--- config.mk ---
export PLATFORM = sky130hd
export DESIGN_NAME = mul_share_arbiter
export DESIGN_NICKNAME = d
export VERILOG_FILES = /design/src/rtl/mul_share_arbiter.sv
export SDC_FILE = /design/constraint.sdc
export NUM_CORES = 1
export LEC_CHECK = 0
export BUFFER_PORTS_ARGS = -buffer_cell sky130_fd_sc_hd__buf_4
export CAP_MARGIN = 20
export CORE_MARGIN = 2
export CORE_UTILIZATION = 40
export DETAILED_ROUTE_END_ITERATION = 7
export GPL_TIMING_DRIVEN = 0
export PLACE_DENSITY = 0.76
export SLEW_MARGIN = 5
export SYNTH_ARGS = -nofsm -noshare
export SYNTH_HDL_FRONTEND = slang
export SYNTH_SLANG_ARGS = --single-unit
--- constraint.sdc ---
create_clock -name clk -period 1.35 [get_ports clk]
set_input_delay 0.27 -clock clk [delete_from_list [all_inputs] [get_ports clk]]
set_output_delay 0.27 -clock clk [all_outputs]
set_load 0.1 [all_outputs]
--- src/rtl/mul_share_arbiter.sv ---
// Round-robin arbiter/sequencer sharing one sequential multiplier between two requesters.
// Optional BUSY watchdog enabled by defining MUL_SHARE_ARB_TIMEOUT_EN.
module mul_share_arbiter #(
    parameter int WIDTH   = 8,
    parameter int TIMEOUT = 64
) (
    input  logic             clk,
    input  logic             rst,
    input  logic             req0,
    input  logic             req1,
    input  logic [WIDTH-1:0] a0,
    input  logic [WIDTH-1:0] b0,
    input  logic [WIDTH-1:0] a1,
    input  logic [WIDTH-1:0] b1,
    output logic             gnt0,
    output logic             gnt1,
    output logic             rsp_valid0,
    output logic             rsp_valid1,
    output logic [WIDTH-1:0] rsp_data,
    output logic             rsp_err,
    output logic             busy,
    output logic             mul_start,
    output logic [WIDTH-1:0] mul_a,
    output logic [WIDTH-1:0] mul_b,
    input  logic [WIDTH-1:0] mul_result,
    input  logic             mul_done
);

    typedef enum logic [1:0] {IDLE, ISSUE, BUSY, RESP} state_t;

    state_t state;
    logic   owner;
    logic   last;
    logic   win;

    // Tie goes to whoever was not served last; a lone requester always wins.
    always_comb win = (req0 && req1) ? ~last : req1;

`ifdef MUL_SHARE_ARB_TIMEOUT_EN
    localparam int CW = $clog2(TIMEOUT + 1);
    logic [CW-1:0] cnt;
    logic          expired;

    assign expired = (cnt == CW'(TIMEOUT - 1));

    always_ff @(posedge clk or negedge rst) begin
        if (!rst)                cnt <= '0;
        else if (state != BUSY)  cnt <= '0;
        else                     cnt <= cnt + 1'b1;
    end
`else
    logic unused_timeout;
    assign unused_timeout = (TIMEOUT != 0);
`endif

    always_ff @(posedge clk or negedge rst) begin
        if (!rst) begin
            state      <= IDLE;
            owner      <= 1'b0;
            last       <= 1'b1;
            gnt0       <= 1'b0;
            gnt1       <= 1'b0;
            rsp_valid0 <= 1'b0;
            rsp_valid1 <= 1'b0;
            rsp_data   <= '0;
            rsp_err    <= 1'b0;
            busy       <= 1'b0;
            mul_start  <= 1'b0;
            mul_a      <= '0;
            mul_b      <= '0;
        end else begin
            gnt0       <= 1'b0;
            gnt1       <= 1'b0;
            mul_start  <= 1'b0;
            rsp_valid0 <= 1'b0;
            rsp_valid1 <= 1'b0;
            case (state)
                IDLE: if (req0 || req1) begin
                    owner     <= win;
                    mul_a     <= win ? a1 : a0;
                    mul_b     <= win ? b1 : b0;
                    gnt0      <= ~win;
                    gnt1      <= win;
                    mul_start <= 1'b1;
                    busy      <= 1'b1;
                    state     <= ISSUE;
                end
                // A done left high by the previous op is never looked at here.
                ISSUE: state <= BUSY;
                BUSY: if (mul_done) begin
                    rsp_data   <= mul_result;
                    rsp_err    <= 1'b0;
                    rsp_valid0 <= ~owner;
                    rsp_valid1 <= owner;
                    state      <= RESP;
                end
`ifdef MUL_SHARE_ARB_TIMEOUT_EN
                else if (expired) begin
                    rsp_data   <= '0;
                    rsp_err    <= 1'b1;
                    rsp_valid0 <= ~owner;
                    rsp_valid1 <= owner;
                    state      <= RESP;
                end
`endif
                RESP: begin
                    last  <= owner;
                    busy  <= 1'b0;
                    state <= IDLE;
                end
                default: state <= IDLE;
            endcase
        end
    end

endmodule
# Yosys cells after proc, flatten, opt, wreduce, memory -nomap -nowiden
# Index checks and enable logic that the tools add are counted.
dict set report totals {
  register_bits 34
  inputBits 45
  output_inout_bits 31
  wordCells 46
}
dict set report classes {
  eq_ne 5
  mux 18
  bitwise 3
  n_reduce_logical 8
}
# cell count
set ops {}
lappend ops {{8-bit two-way mux} 2}
lappend ops {{1-bit two-way mux} 12}
lappend ops {{2-bit one-hot mux with 4 select lines} 1}
lappend ops {{2-bit AND reduction} 4}
lappend ops {{2-bit equality test, second input constant} 2}
lappend ops {{2-bit two-way mux} 2}
lappend ops {{2-bit inequality test, second input constant} 2}
lappend ops {{1-bit inverter} 3}
lappend ops {{2-bit by 1-bit equality test with 1-bit output, second input constant} 1}
lappend ops {{2-bit zero test} 1}
lappend ops {{1-bit one-hot mux with 2 select lines} 1}
lappend ops {{2-bit nonzero test} 1}
lappend ops {{1-bit logical AND} 1}
lappend ops {{1-bit logical OR} 1}

# Longest topological paths before layout
dict set report logic_depth {
  word_depth 5
  depth_mapped 7
}

# Worst setup path before layout
# Ideal clock, no wire load.
dict set report synth_timing {
  kind {reg2reg}
  from {register state[0]}
  to {register state[1]}
  setup_ns 0.125
  arrival_ns 1.326
  t_required_ns 1.225
  path_slack_ns -0.101
  stages_incl_launch_ff 6
  path_buffers 0
  period_less_slack_ns 1.451
  path_cell_list {dfrtp_1 inv_1 ha_1 nor3b_1 a21oi_1 mux2_2}
}
dict set report synth_between {
  elab_chain_len 3
  word_cells_on_any_way 8
  cone_classes {5 x eq/ne; 1 x mux; 2 x reduce/logical}
}
# item line_no
set synth_lines {}
lappend synth_lines {{from (decl)} 31} ;# state_t state;
lappend synth_lines {{from (signal assigned)} 58} ;# state <= IDLE;
lappend synth_lines {{from (signal assigned)} 86} ;# state <= ISSUE;
lappend synth_lines {{from (signal assigned)} 89} ;# ISSUE: state <= BUSY;
lappend synth_lines {{2-bit equality test or 2-bit zero test (tied branches)} 77} ;# case (state)
lappend synth_lines {{2-bit inequality test (no source line)} n/a}
lappend synth_lines {{2-bit AND reduction (no source line)} n/a}
# Several ways; a longest one is shown, not always the timed one.
# A chain may end at the register's enable or synchronous reset.

# Worst setup path after layout
dict set report layout_timing {
  from {register state[1]}
  to {register state[1]}
}
# The elaborated chain is that of the path after synthesis.

==> flow_metrics.py <==
metrics = {
    "yosys": {
        "synth_top_family_by_area": "compound AO/OA/AOI/OAI gates",
        "ys_seq_area_share_pct": 58.1,
        "synth_xor_area_share_pct": 0,
        "synth_compound_area_share_pct": 16.3,
        "synth.area.mux_share_pct": 7.68,
        "synth-adder-area-share_pct": 3.41,
        "synth_warnings": 0,
        "avgSynthCellArea_um2": 10.8,
        "syn_inst": 136,
        "synth_largest_area_cell": "dfrtp_1",
        "syn-num-nets": 185,
        "synth_top_area_share_pct": 56.3,
        "synthDistinctLibCells": 22,
        "yosys.area_share.simple_pct": 10.3,
        "synth_area_leaders": "dfrtp_1 (56%), a21oi_1 (11%), mux2_2 (7.7%)",
        "synth_area_um2": 1470,
        "ys_ff_latch": 34,
    },
    "timing": {
        "grt_setup_unrepaired": "true",
        "finalSetupViolCount": 10,
        "post-route-period-util_pct": 102,
        "clock.fmax_mhz": 727,
        "period_needed_ns": 1.37,
        "tns_ns": -0.127,
        "fin_ws_ns": -0.0248,
        "slew_violations": 0,
        "fin_worst_skew_ns": 0.0100,
        "hold_violations": 0,
    },
    "floorplan": {
        "dieWidth_um": 64.5,
        "dieArea_um2": 4170,
        "start_util_pct": 42.9,
        "rows": 21,
        "io_pins": 76,
        "chipHeight_um": 64.5,
        "core_um2": 3420,
    },
    "cts": {
        "clockRootBuffer": "clkbuf_4",
        "path_clk_slew_ns": 0.11,
        "cts_tree": "done",
        "clock_latency_ns": 0.35,
        "h-tree-depth": 2,
        "cts_buffer_depth": 2,
        "numCtsBuffers": 5,
        "cts_sinks": 34,
    },
    "hold_path": {
        "hp-class": "in2reg",
    },
    "route": {
        "wire_per_inst_um": 13.1,
        "vias": 1334,
        "firstDrtPassIters": 4,
        "drtAntennaViolNets": 0,
        "via_per_inst": 4.80,
        "drt_iter0_markers": 37,
        "wirelength_um": 3630,
        "drcViolationCount": 0,
    },
    "run_status": {
        "status": "complete, but fails checks",
        "violations": "negative setup slack",
    },
    "global_routing": {
        "antenna_found_initial": 0,
        "grt_pass1_wl_um": 5870,
        "globalRoute.totalOverflow": 0,
        "grt_pass1_vias": 1313,
        "grt_max_degree": 35,
        "gr-usage-all-layers_pct": 18.7,
    },
    "job": {
        "drv_cap": 0,
    },
    "finish": {
        "antenna_cells": 0,
        "utilization_pct": 68.0,
        "drive_gt1_share_pct": 53.0,
        "areaGrowthSynthToFinish_pct": 58.4,
        "nNetsFinal": 280,
    },
    "worst_setup_path": {
        "start_kind": "flop",
        "setup.worst_path.end_class": "flop",
        "critPathKind": "reg2reg",
        "cpPeakStageDelay_ns": 0.42,
        "path_max_fanout": 4,
        "required_ns": 1.59,
        "worst_path_max_delay_cell": "dfrtp_1",
        "crit_chain": "buf_4 > ha_2 > a21oi_2 > mux2_4",
        "arrival_ns": 1.62,
    },
    "placed_design": {
        "dp_hpwl_um": 2580,
        "port-buffer-count": 74,
        "place.gp.congestion": 0.812,
    },
}
## routing by layer
metal | GRT usage [%] | share of wire, % | vias to the layer above
met1 | 20.2 | 40 | 632
met2 | 32.8 | 49 | 47
li1 | - | - | 648
met5 | 0 | 0 | -
met4 | 5.59 | 1.7 | 0
met3 | 8.68 | 9.3 | 7
## cells by family (layout without fill, tap and decap cells)
| group | Yosys count | in the layout |
|---|---|---|
| fa+ha+maj | 4 | 4 |
| mux | 10 | 10 |
| flops | 34 | 34 |
| buf+inv | 10 | 106 |
| other cells | 1 | 1 |
| compound gates | 39 | 39 |
| simple gates | 38 | 38 |
## flip-flops by register name, summed over array words and instances, names as in the netlist
name and count:
busy 1, rsp_data 8, mul_a 8, gnt1 1, mul_start 1, rsp_valid0 1
state 2, rsp_valid1 1, owner 1, last 1, mul_b 8, gnt0 1
## layout make-up
class	count	area, um2
tap	46	57.6
fill	281	1090
buffer	5	52.6
sequential	34	852
clock inverter	1	5.00
clock buffer	7	55.1
multi-input combinational	92	616
inverter	5	21.3
timing repair buffer	88	663
## per-stage QoR
step,setup WS [ns],hold slack [ns],cells,cell area (um2)
3_3_place_gp,-0.137,0.243,256,2100
6_report,-0.0248,0.148,278,2320
3_5_place_dp,-0.163,0.242,256,2100
2_1_floorplan,-0.00879,-0.0256,136,1480
4_1_cts,0.000169,0.136,271,2240
5_1_grt,-0.0888,0.124,278,2320
## final timing paths
path / start / slack, ns / cells after the start / endpoint
setup / recovery: state[1] / -0.02 / 4 / state[1]
hold / removal: mul_result[6] / 0.15 / 2 / rsp_data[6]
setup reg to reg: state[1] / -0.02 / 4 / state[1]
hold reg to reg: owner / 0.49 / 1 / rsp_valid0
max in group asynchronous: rst / 0.64 / 2 / last
min in group asynchronous: rst / 0.38 / 2 / state[0]
## synthesized netlist by cell type
| library cell | n |
|---|---|
| mux2_2 | 10 |
| a21boi_4 | 1 |
| dfrtp_1 | 33 |
| buf_4 | 3 |
| a21oi_1 | 33 |
| a21bo_1 | 1 |
| and2_1 | 1 |
| o21ai_4 | 1 |
| inv_2 | 1 |
| buf_6 | 1 |
| a21o_1 | 1 |
| o22a_2 | 1 |
| dfstp_2 | 1 |
| conb_1 | 1 |
| o32a_2 | 1 |
| buf_2 | 1 |
| and3_1 | 1 |
| nor2_1 | 18 |
| inv_1 | 4 |
| nand2_1 | 17 |
| nor3b_1 | 1 |
| ha_1 | 4 |
## what timing repair did
| action | in CTS | in global routing |
|---|---|---|
| buffers inserted | 6 | 7 |
| endpoints found under the setup margin | 20 | 13 |
| gates resized for setup | 10 | 5 |
| gates cloned | 0 | 0 |
| pin swaps | 1 | 2 |
| hold endpoints to repair | 33 | 0 |
| hold buffers | 1 | 0 |
## worst max-delay path: cells and delay by family (launching register included)
kind | cells | cell delay (ns)
buffers and inverters | 1 | 0.14
muxes | 1 | 0.31
AOI/OAI and AO/OA | 1 | 0.19
adders and majority gates | 1 | 0.21
DFF | 1 | 0.42
## cells in the final DEF, fill, tap and decap left out, types with 2 or more instances in the layout
cell       n
clkbuf_4   5
nor2_1    18
a21oi_1   32
dfrtp_1   33
nand2_1   16
ha_1       2
mux2_2     9
inv_1      2
buf_4     88
buf_6      4
inv_2      2
Power is not shown: default switching activity piles up to over one toggle a cycle in this logic, so the estimate is an artifact.
